**src/rtl/sep_blur_engine.sv**
```systemverilog
// Separable binomial blur: horizontal pass into a TAPS-deep row cache, then vertical pass.
// Define SEP_BLUR_ROUND_EN for round-half-up; default build truncates.
module sep_blur_engine #(
  parameter int PIXEL_W  = 8,
  parameter int OUT_COLS = 16,
  parameter int TAPS     = 5
) (
  input  logic                                 clk,
  input  logic                                 n_rst,
  input  logic                                 flush,
  input  logic                                 row_valid,
  output logic                                 row_ready,
  input  logic                                 row_first,
  input  logic [(OUT_COLS+TAPS-1)*PIXEL_W-1:0] row_in,
  output logic [OUT_COLS*PIXEL_W-1:0]          out_pix,
  output logic                                 out_valid,
  output logic                                 busy
);
  localparam int IN_W  = (OUT_COLS + TAPS - 1) * PIXEL_W;
  localparam int SHIFT = TAPS - 1;
  localparam int ACC_W = PIXEL_W + SHIFT;
  localparam int IDX_W = (OUT_COLS > 1) ? $clog2(OUT_COLS) : 1;
  localparam logic [IDX_W-1:0] LAST = IDX_W'(OUT_COLS - 1);

  localparam logic [1:0] IDLE  = 2'd0;
  localparam logic [1:0] HPASS = 2'd1;
  localparam logic [1:0] VPASS = 2'd2;
  localparam logic [1:0] DONE  = 2'd3;

`ifdef SEP_BLUR_ROUND_EN
  localparam logic [ACC_W-1:0] RND = ACC_W'(1) << (SHIFT - 1);
`else
  localparam logic [ACC_W-1:0] RND = '0;
`endif

  if (TAPS != 3 && TAPS != 5) begin : g_bad_taps
    $error("sep_blur_engine: TAPS must be 3 or 5");
  end

  // Binomial weight C(TAPS-1, k); weights sum to 2^SHIFT.
  function automatic logic [ACC_W-1:0] wt(input int k);
    int c;
    c = 1;
    for (int i = 0; i < k; i++) c = c * (SHIFT - i) / (i + 1);
    return ACC_W'(c);
  endfunction

  function automatic logic [PIXEL_W-1:0] blur(
    input logic [TAPS*PIXEL_W-1:0] win
  );
    logic [ACC_W-1:0] acc;
    acc = RND;
    for (int k = 0; k < TAPS; k++)
      acc = acc + wt(k) * ACC_W'(win[k*PIXEL_W +: PIXEL_W]);
    return PIXEL_W'(acc >> SHIFT);
  endfunction

  logic [1:0]         state_q, state_d;
  logic [IDX_W-1:0]   idx_q, idx_d;
  logic [IN_W-1:0]    row_q, row_d;
  logic               first_q, first_d;
  logic               out_valid_q, out_valid_d;
  logic [PIXEL_W-1:0] cache_q [TAPS][OUT_COLS];
  logic [PIXEL_W-1:0] cache_d [TAPS][OUT_COLS];
  logic [PIXEL_W-1:0] shadow_q [OUT_COLS];
  logic [PIXEL_W-1:0] shadow_d [OUT_COLS];
  logic [PIXEL_W-1:0] out_pix_q [OUT_COLS];
  logic [PIXEL_W-1:0] out_pix_d [OUT_COLS];

  logic [TAPS*PIXEL_W-1:0] h_win, v_win;
  logic [PIXEL_W-1:0]      h_pix, v_pix;

  assign h_win = row_q[int'(idx_q)*PIXEL_W +: TAPS*PIXEL_W];

  always_comb begin
    v_win = '0;
    for (int k = 0; k < TAPS; k++)
      v_win[k*PIXEL_W +: PIXEL_W] = cache_q[k][idx_q];
  end

  assign h_pix = blur(h_win);
  assign v_pix = blur(v_win);

  always_comb begin
    state_d     = state_q;
    idx_d       = idx_q;
    row_d       = row_q;
    first_d     = first_q;
    cache_d     = cache_q;
    shadow_d    = shadow_q;
    out_pix_d   = out_pix_q;
    out_valid_d = 1'b0;
    if (flush) begin
      state_d = IDLE;
      idx_d   = '0;
    end else begin
      unique case (state_q)
        IDLE: begin
          if (row_valid) begin
            state_d = HPASS;
            row_d   = row_in;
            first_d = row_first;
            for (int r = 1; r < TAPS; r++) cache_d[r] = cache_q[r-1];
          end
        end
        HPASS: begin
          // First row of a frame fills every cache row to replicate the top edge.
          for (int r = 0; r < TAPS; r++)
            if (r == 0 || first_q) cache_d[r][idx_q] = h_pix;
          idx_d = idx_q + IDX_W'(1);
          if (idx_q == LAST) begin
            state_d = VPASS;
            idx_d   = '0;
          end
        end
        VPASS: begin
          shadow_d[idx_q] = v_pix;
          idx_d = idx_q + IDX_W'(1);
          if (idx_q == LAST) begin
            state_d     = DONE;
            idx_d       = '0;
            out_valid_d = 1'b1;
            out_pix_d   = shadow_d;
          end
        end
        default: state_d = IDLE;
      endcase
    end
  end

  always_ff @(posedge clk or negedge n_rst) begin
    if (!n_rst) begin
      state_q     <= IDLE;
      idx_q       <= '0;
      row_q       <= '0;
      first_q     <= 1'b0;
      out_valid_q <= 1'b0;
      cache_q     <= '{default: '0};
      shadow_q    <= '{default: '0};
      out_pix_q   <= '{default: '0};
    end else begin
      state_q     <= state_d;
      idx_q       <= idx_d;
      row_q       <= row_d;
      first_q     <= first_d;
      out_valid_q <= out_valid_d;
      cache_q     <= cache_d;
      shadow_q    <= shadow_d;
      out_pix_q   <= out_pix_d;
    end
  end

  for (genvar c = 0; c < OUT_COLS; c++) begin : g_out
    assign out_pix[c*PIXEL_W +: PIXEL_W] = out_pix_q[c];
  end

  assign row_ready = (state_q == IDLE) && !flush;
  assign out_valid = out_valid_q;
  assign busy      = (state_q != IDLE);

endmodule
```
**config.mk**
```make
export PLATFORM = sky130hd
export DESIGN_NAME = sep_blur_engine
export DESIGN_NICKNAME = d
export VERILOG_FILES = /design/src/rtl/sep_blur_engine.sv
export SDC_FILE = /design/constraint.sdc
export NUM_CORES = 2
export LEC_CHECK = 0
export CAP_MARGIN = 25
export CORE_ASPECT_RATIO = 1.25
export CORE_MARGIN = 10
export CORE_UTILIZATION = 50
export DETAILED_ROUTE_END_ITERATION = 7
export GPL_ROUTABILITY_DRIVEN = 0
export GPL_TIMING_DRIVEN = 0
export PLACE_DENSITY = 0.71
export SLEW_MARGIN = 20
export SYNTH_ARGS = -nofsm -noshare
export SYNTH_HDL_FRONTEND = slang
export SYNTH_SLANG_ARGS = --single-unit
```
**constraint.sdc**
```tcl
create_clock -name clk -period 6 [get_ports clk]
set_clock_uncertainty 0.1 [all_clocks]
set_input_delay 1.2 -clock clk [delete_from_list [all_inputs] [get_ports clk]]
set_output_delay 1.2 -clock clk [all_outputs]
set_load 0.02 [all_outputs]
```
* Word-level counts from Yosys, hierarchy flattened
Cells that the tools add are included.
** Operators by class
- Bitwise operators :: 2
- Divide/modulo/power cells :: 0
- Mux-type cells :: 40
- Multipliers :: 2
- Reductions and logical operators :: 14
- Eq/ne operators :: 8
- Shift-type cells :: 1
- Order comparisons :: 2
- Add/subtract/negate cells :: 9
** Operators by type and width (number)
- one-hot mux 512 bit (2 select lines) :: 1
- bitwise mux 128 bit :: 6
- 2-to-1 mux 128 bit :: 4
- 2-to-1 mux 512 bit :: 1
- binary-select mux 8 bit (select 4 bit) :: 5
- indexed part select 160 x 8 -> 40 bit :: 1
- 2-to-1 mux 8 bit :: 11
- demux 8 bit (select 4 bit) :: 1
- adder 11 x 11 -> 12 bit :: 2
- adder 12 x 10 -> 12 bit :: 2
- adder 12 x 8 -> 12 bit :: 2
- adder 8 x 10 -> 11 bit :: 2
- multiplier 2 x 8 -> 10 bit, first input constant :: 2
- 2-to-1 mux 4 bit :: 3
- != test 3 bit, second input constant :: 3
- AND reduction 3 bit :: 3
- 2-to-1 mux 2 bit :: 4
- one-hot mux 2 bit (3 select lines) :: 1
- nonzero test 2 bit :: 3
- greater-or-equal comparator 5 bit, second input constant :: 1
- less-than comparator 5 x 1 -> 1 bit, second input constant :: 1
- inverter 4 -> 5 bit :: 1
- adder 4 x 1 -> 4 bit, second input constant :: 1
- equality test 4 bit, second input constant :: 1
- 11 further kinds :: 16
** Storage, ports and cells
- Output and inout port bits :: 131
- Input bits :: 165
- Bits in registers :: 1064
- Bits in read-only memories :: 0
- Memories :: 0
- Memory bits (writable) :: 0
- Bits in latches :: 0
- Logic and storage cells :: 195

* Depth between registers and ports, before layout
- Word-level depth :: 9
- Mapped depth :: 26
- Depth with buffers taken out :: 22

* Worst setup path before layout
OpenSTA, ideal clock, no wires.
- Path kind :: register to register
- Start :: reg idx_q[1]
- End :: reg out_pix_q (netlist bit out_pix[127])
- Cell stages (with the launch flop) :: 24
- Arrival time :: 6.034 ns
- Slack :: -0.265 ns
- Library setup time :: 0.131 ns
- Clock period less this slack :: 6.265 ns
- Buffers on the path :: 4
- Required time :: 5.769 ns
- Cells stage by stage :: dfrtp_1 buf_2 buf_2 clkbuf_1 mux4_2 mux4_2 ha_1 fa_1 a21o_1 a21oi_1 o21bai_1 a21oi_1 xor2_1 fa_1 ha_1 ha_1 ha_1 a21oi_1 nand2_1 a31o_2 o31ai_4 xor2_2 buf_4 a21oi_1
** Between the ends
- Cells in the longest elaborated chain, start to end :: 9
- Elaborated cells on any way between the ends :: 29
- Classes of those cells :: 4 x add/sub; 1 x mul; 2 x order compare; 1 x eq/ne; 18 x mux; 1 x bitwise; 2 x reduce/logical
** RTL lines
- from (decl) :: line 59 : logic [IDX_W-1:0] idx_q, idx_d;
- from (signal assigned) :: line 143 : idx_q <= idx_d;
- inverter 4 -> 5 bit (implied by the code) :: line 78, 117
- binary-select mux 8 bit (select 4 bit) :: line 78 : v_win[k*PIXEL_W +: PIXEL_W] = cache_q[k][idx_q];
- 2-to-1 mux 8 bit (implied by the code) (2 in a row) :: line 78
- multiplier 2 x 8 -> 10 bit / adder 8 x 10 -> 11 bit (equally long branches) :: line 54 : acc = acc + wt(k) * ACC_W'(win[k*PIXEL_W +: PIXEL_W]);
- adder 11 x 11 -> 12 bit :: line 54
- adder 12 x 10 -> 12 bit :: line 54
- adder 12 x 8 -> 12 bit :: line 54
- bitwise mux 128 bit :: line 117 : shadow_d[idx_q] = v_pix;
- to (signal assigned) :: line 149 : out_pix_q <= out_pix_d;
- to (decl) :: line 67 : logic [PIXEL_W-1:0] out_pix_q [OUT_COLS];
Several ways; a longest one is shown, not always the timed one. The select of a mux whose other input is x is not followed.
A chain may end at the register's enable or synchronous reset.

* Worst setup path in the final report
- Start :: reg idx_q[2]
- End :: reg shadow_q[22] in the netlist's numbering
** Between the ends
- Cells in the longest elaborated chain, start to end :: 9
- Elaborated cells on any way between the ends :: 27
- Classes of those cells :: 4 x add/sub; 1 x mul; 2 x order compare; 18 x mux; 1 x bitwise; 1 x reduce/logical
** RTL lines
- inverter 4 -> 5 bit (implied by the code) * :: line 78, 117
- binary-select mux 8 bit (select 4 bit) :: line 78
- 2-to-1 mux 8 bit (implied by the code) (2 in a row) :: line 78
- multiplier 2 x 8 -> 10 bit / adder 8 x 10 -> 11 bit (equally long branches) :: line 54
- adder 11 x 11 -> 12 bit :: line 54
- adder 12 x 10 -> 12 bit :: line 54
- adder 12 x 8 -> 12 bit :: line 54
- bitwise mux 128 bit * :: line 117
- to (signal assigned) :: line 148 : shadow_q <= shadow_d;
- to (decl) :: line 65 : logic [PIXEL_W-1:0] shadow_q [OUT_COLS];
Mark *: on every way between the ends. The rest lies on a longest branch, timed or not. The select of a mux whose other input is x is not followed.

==> results by group <==
Synthesis
  • Async S/R FF share, synth: 100%
  • Cell with the most instances after synthesis: dfrtp_1
  • Dominant cells by area after synthesis: dfrtp_1, mux4_2, a21oi_1
  • Area fraction of the dominant cell type after synthesis: 49.0%
  • EDFF count, synth: 0
  • Syn Nets: 5279
  • Unique masters post-synth: 70
  • Cells after Synth: 5019
  • Top cells by count, synth: dfrtp_1, nand2_1, a21oi_1
  • Avg Inst Size Synth: 10.8 µm²
  • Synthesized area: 54000 µm²
  • Synth warnings: 0
  • Ys flop type: dfrtp_1
  • Register area share after synthesis: 49.0%
  • #FFs+latches synth: 1056
  • Post-synth top area cell: dfrtp_1

Die
  • Die height: 387 µm
  • Row Count: 134
  • IO Pins: 296
  • Die Footprint: 122000 µm²
  • Starting density of the core: 50.5%
  • Die width: 314 µm
  • Core box area: 107000 µm²

Timing
  • Worst Tran Pin Value: 1.18 ns
  • Min Hold Slack: 0.350 ns
  • Final setup viols: 391
  • Final Max Slew Viols: 0
  • Slew HR: 21.4%
  • RSZ-0062 raised after global routing: true
  • Post-route minimum period: 6.43 ns
  • Post-route setup slack: -0.429 ns
  • Achievable frequency: 156 MHz
  • Fin. Hold Viols: 0
  • Fin crit share: 107%

Route
  • ANT nets after route: 0
  • DRT Pass-1 Iters: 8
  • Post-Route WL: 219 mm
  • # DRC: 5
  • Wire per inst: 31.0 µm
  • Vias/cell: 6.77
  • Initial drt markers: 7264
  • Via count: 47900

Run status
  • Outcome: finished, violations left
  • Failing checks: DRC, setup timing

Final layout
  • # fillers: 8542
  • Layout cells sized above 1: 21.0%
  • Final nets: 5801
  • Fin util: 61.3%
  • Area grow syn2layout: 21.5%

Clocking
  • Clk sinks: 1056
  • Later-pin clock latency in the skew report: 0.78 ns
  • CTS tree: done
  • H-Tree Depth: 3
  • Clock Tree Root: clkbuf_16
  • Clk buf depth: 3
  • Total CTS buffers: 107
  • Clock slew at reported path FFs: 0.06 ns

Critical path
  • Crit. End Element: flip-flop
  • Arrival @ worst endpoint: 6.97 ns
  • Crit Path Max Fanout: 10
  • Worst EP required: 6.54 ns
  • Startpoint types: flip-flop
  • Critical path class: reg -> reg

GRT
  • Vias in the first global route: 47600
  • First-pass GRT wire length: 317 mm
  • Antenna violations before repair: 12
  • Overflow after GRT: 0
  • GRT Overall Usage: 35.1%
  • Largest net degree at the start of global routing: 145

Worst hold path
  • Worst hold-check path type: in -> async

Place
  • Post-DP HPWL: 157 mm
  • Port-buffer cells: 295

Job
  • Max-cap viol count: 0
==> worst max-delay path, cell delays in order (launching register included) <==
cell	delay [ns]
dfrtp_2	0.48
buf_4	0.26
buf_4	0.28
buf_6	0.24
buf_6	0.28
mux4_2	0.59
ha_4	0.28
fa_2	0.41
a21o_1	0.19
a21oi_2	0.17
o21bai_2	0.09
a21oi_2	0.17
xor2_1	0.21
fa_1	0.49
ha_4	0.30
ha_4	0.19
ha_4	0.29
buf_4	0.12
nand2_1	0.05
o21ba_2	0.21
mux2i_1	0.14
a211oi_2	0.29
buf_4	0.20
clkbuf_8	0.15
o21ai_0	0.08
==> logic make-up after synthesis <==
| group | share of synthesized area, % |
|---|---|
| adder cells (fa/ha/maj) | 2.84 |
| XOR/XNOR | 0.371 |
| flip-flops | 49.0 |
| AO/OA/AOI/OAI | 15.7 |
| multiplexers | 17.6 |
| buffers and inverters | 4.45 |
| AND/OR/NAND/NOR | 10.0 |
==> cell usage in the layout (no fill, tap or decap), drive strengths merged, types with 155 or more instances in the layout <==
master,n
mux4,310
clkbuf,378
nor2,246
nand3,155
dfrtp,1056
a21oi,526
clkdlybuf4s50,294
mux2,191
o21ai,608
buf,318
nand2,699
==> final cells by class <==
class,count,area (µm²),share of cell area (%)
sequential,1056,26400,40.3
multi-input combinational,3416,26100,39.7
timing repair buffer,412,4320,6.59
clock buffer,137,2980,4.54
buffer,441,2810,4.28
tap,1428,1790,2.72
clock inverter,65,764,1.17
inverter,107,432,0.658
antenna,7,17.5,0.0267
==> per-layer routing <==
layer | global-route usage [%] | wire, µm | vias up
li1 | - | - | 19300
met1 | 39.7 | 70700 | 23400
met2 | 52.8 | 96000 | 3927
met3 | 12.9 | 29900 | 1229
met4 | 28.7 | 22700 | 10
met5 | 0.159 | 80 | -
==> through the flow <==
| step | setup TNS (ns) | worst slack (ns) | area (µm²) | instances |
|---|---|---|---|---|
| after floorplan | 0 | 0.000771 | 54100 | 5019 |
| after global placement | - | -44.29 | 58800 | 6742 |
| after detailed placement | -812.44 | -1.66 | 59100 | 6753 |
| after CTS | -1.58 | -0.113 | 64900 | 7036 |
| after global routing | -96.65 | -0.515 | 65600 | 7062 |
| final | -61.35 | -0.429 | 65600 | 7069 |
==> flip-flops by register name, summed over array words and instances, names as in the netlist <==
signal / count
state_q: 2
row_q: 160
cache_q: 640
first_q: 1
out_pix: 128
shadow_q: 120
out_valid: 1
idx_q: 4
==> repair_timing <==
| item | 4_1_cts | 5_1_grt |
|---|---|---|
| endpoints found under the setup margin | 807 | 649 |
| pin swaps | 31 | 20 |
| hold buffers | 0 | 0 |
| resized for setup | 314 | 131 |
| gates cloned | 7 | 4 |
| setup buffers | 75 | 23 |
==> path summary, 6_finish.rpt <==
| check | from | endpoint | slack (ns) | cells past startpoint |
|---|---|---|---|---|
| worst max-delay path | idx_q[2]$_DFFE_PN0P_ | shadow_q[22]$_DFFE_PN0P_ | -0.43 | 24 |
| worst max register to register | idx_q[2]$_DFFE_PN0P_ | shadow_q[22]$_DFFE_PN0P_ | -0.43 | 24 |
| max in group asynchronous | n_rst | out_pix[75]$_DFFE_PN0P_ | 2.82 | 5 |
| worst min register to register | out_pix[45]$_DFFE_PN0P_ | out_pix[45]$_DFFE_PN0P_ | 0.36 | 2 |
| min in group clk | out_pix[45]$_DFFE_PN0P_ | out_pix[45]$_DFFE_PN0P_ | 0.36 | 2 |
| worst min-delay path | n_rst | cache_q[122]$_DFFE_PN0P_ | 0.35 | 1 |
Power is left out: the tool's default activity adds up to more than one toggle a clock period on the data nets, which glitch-free logic cannot reach.
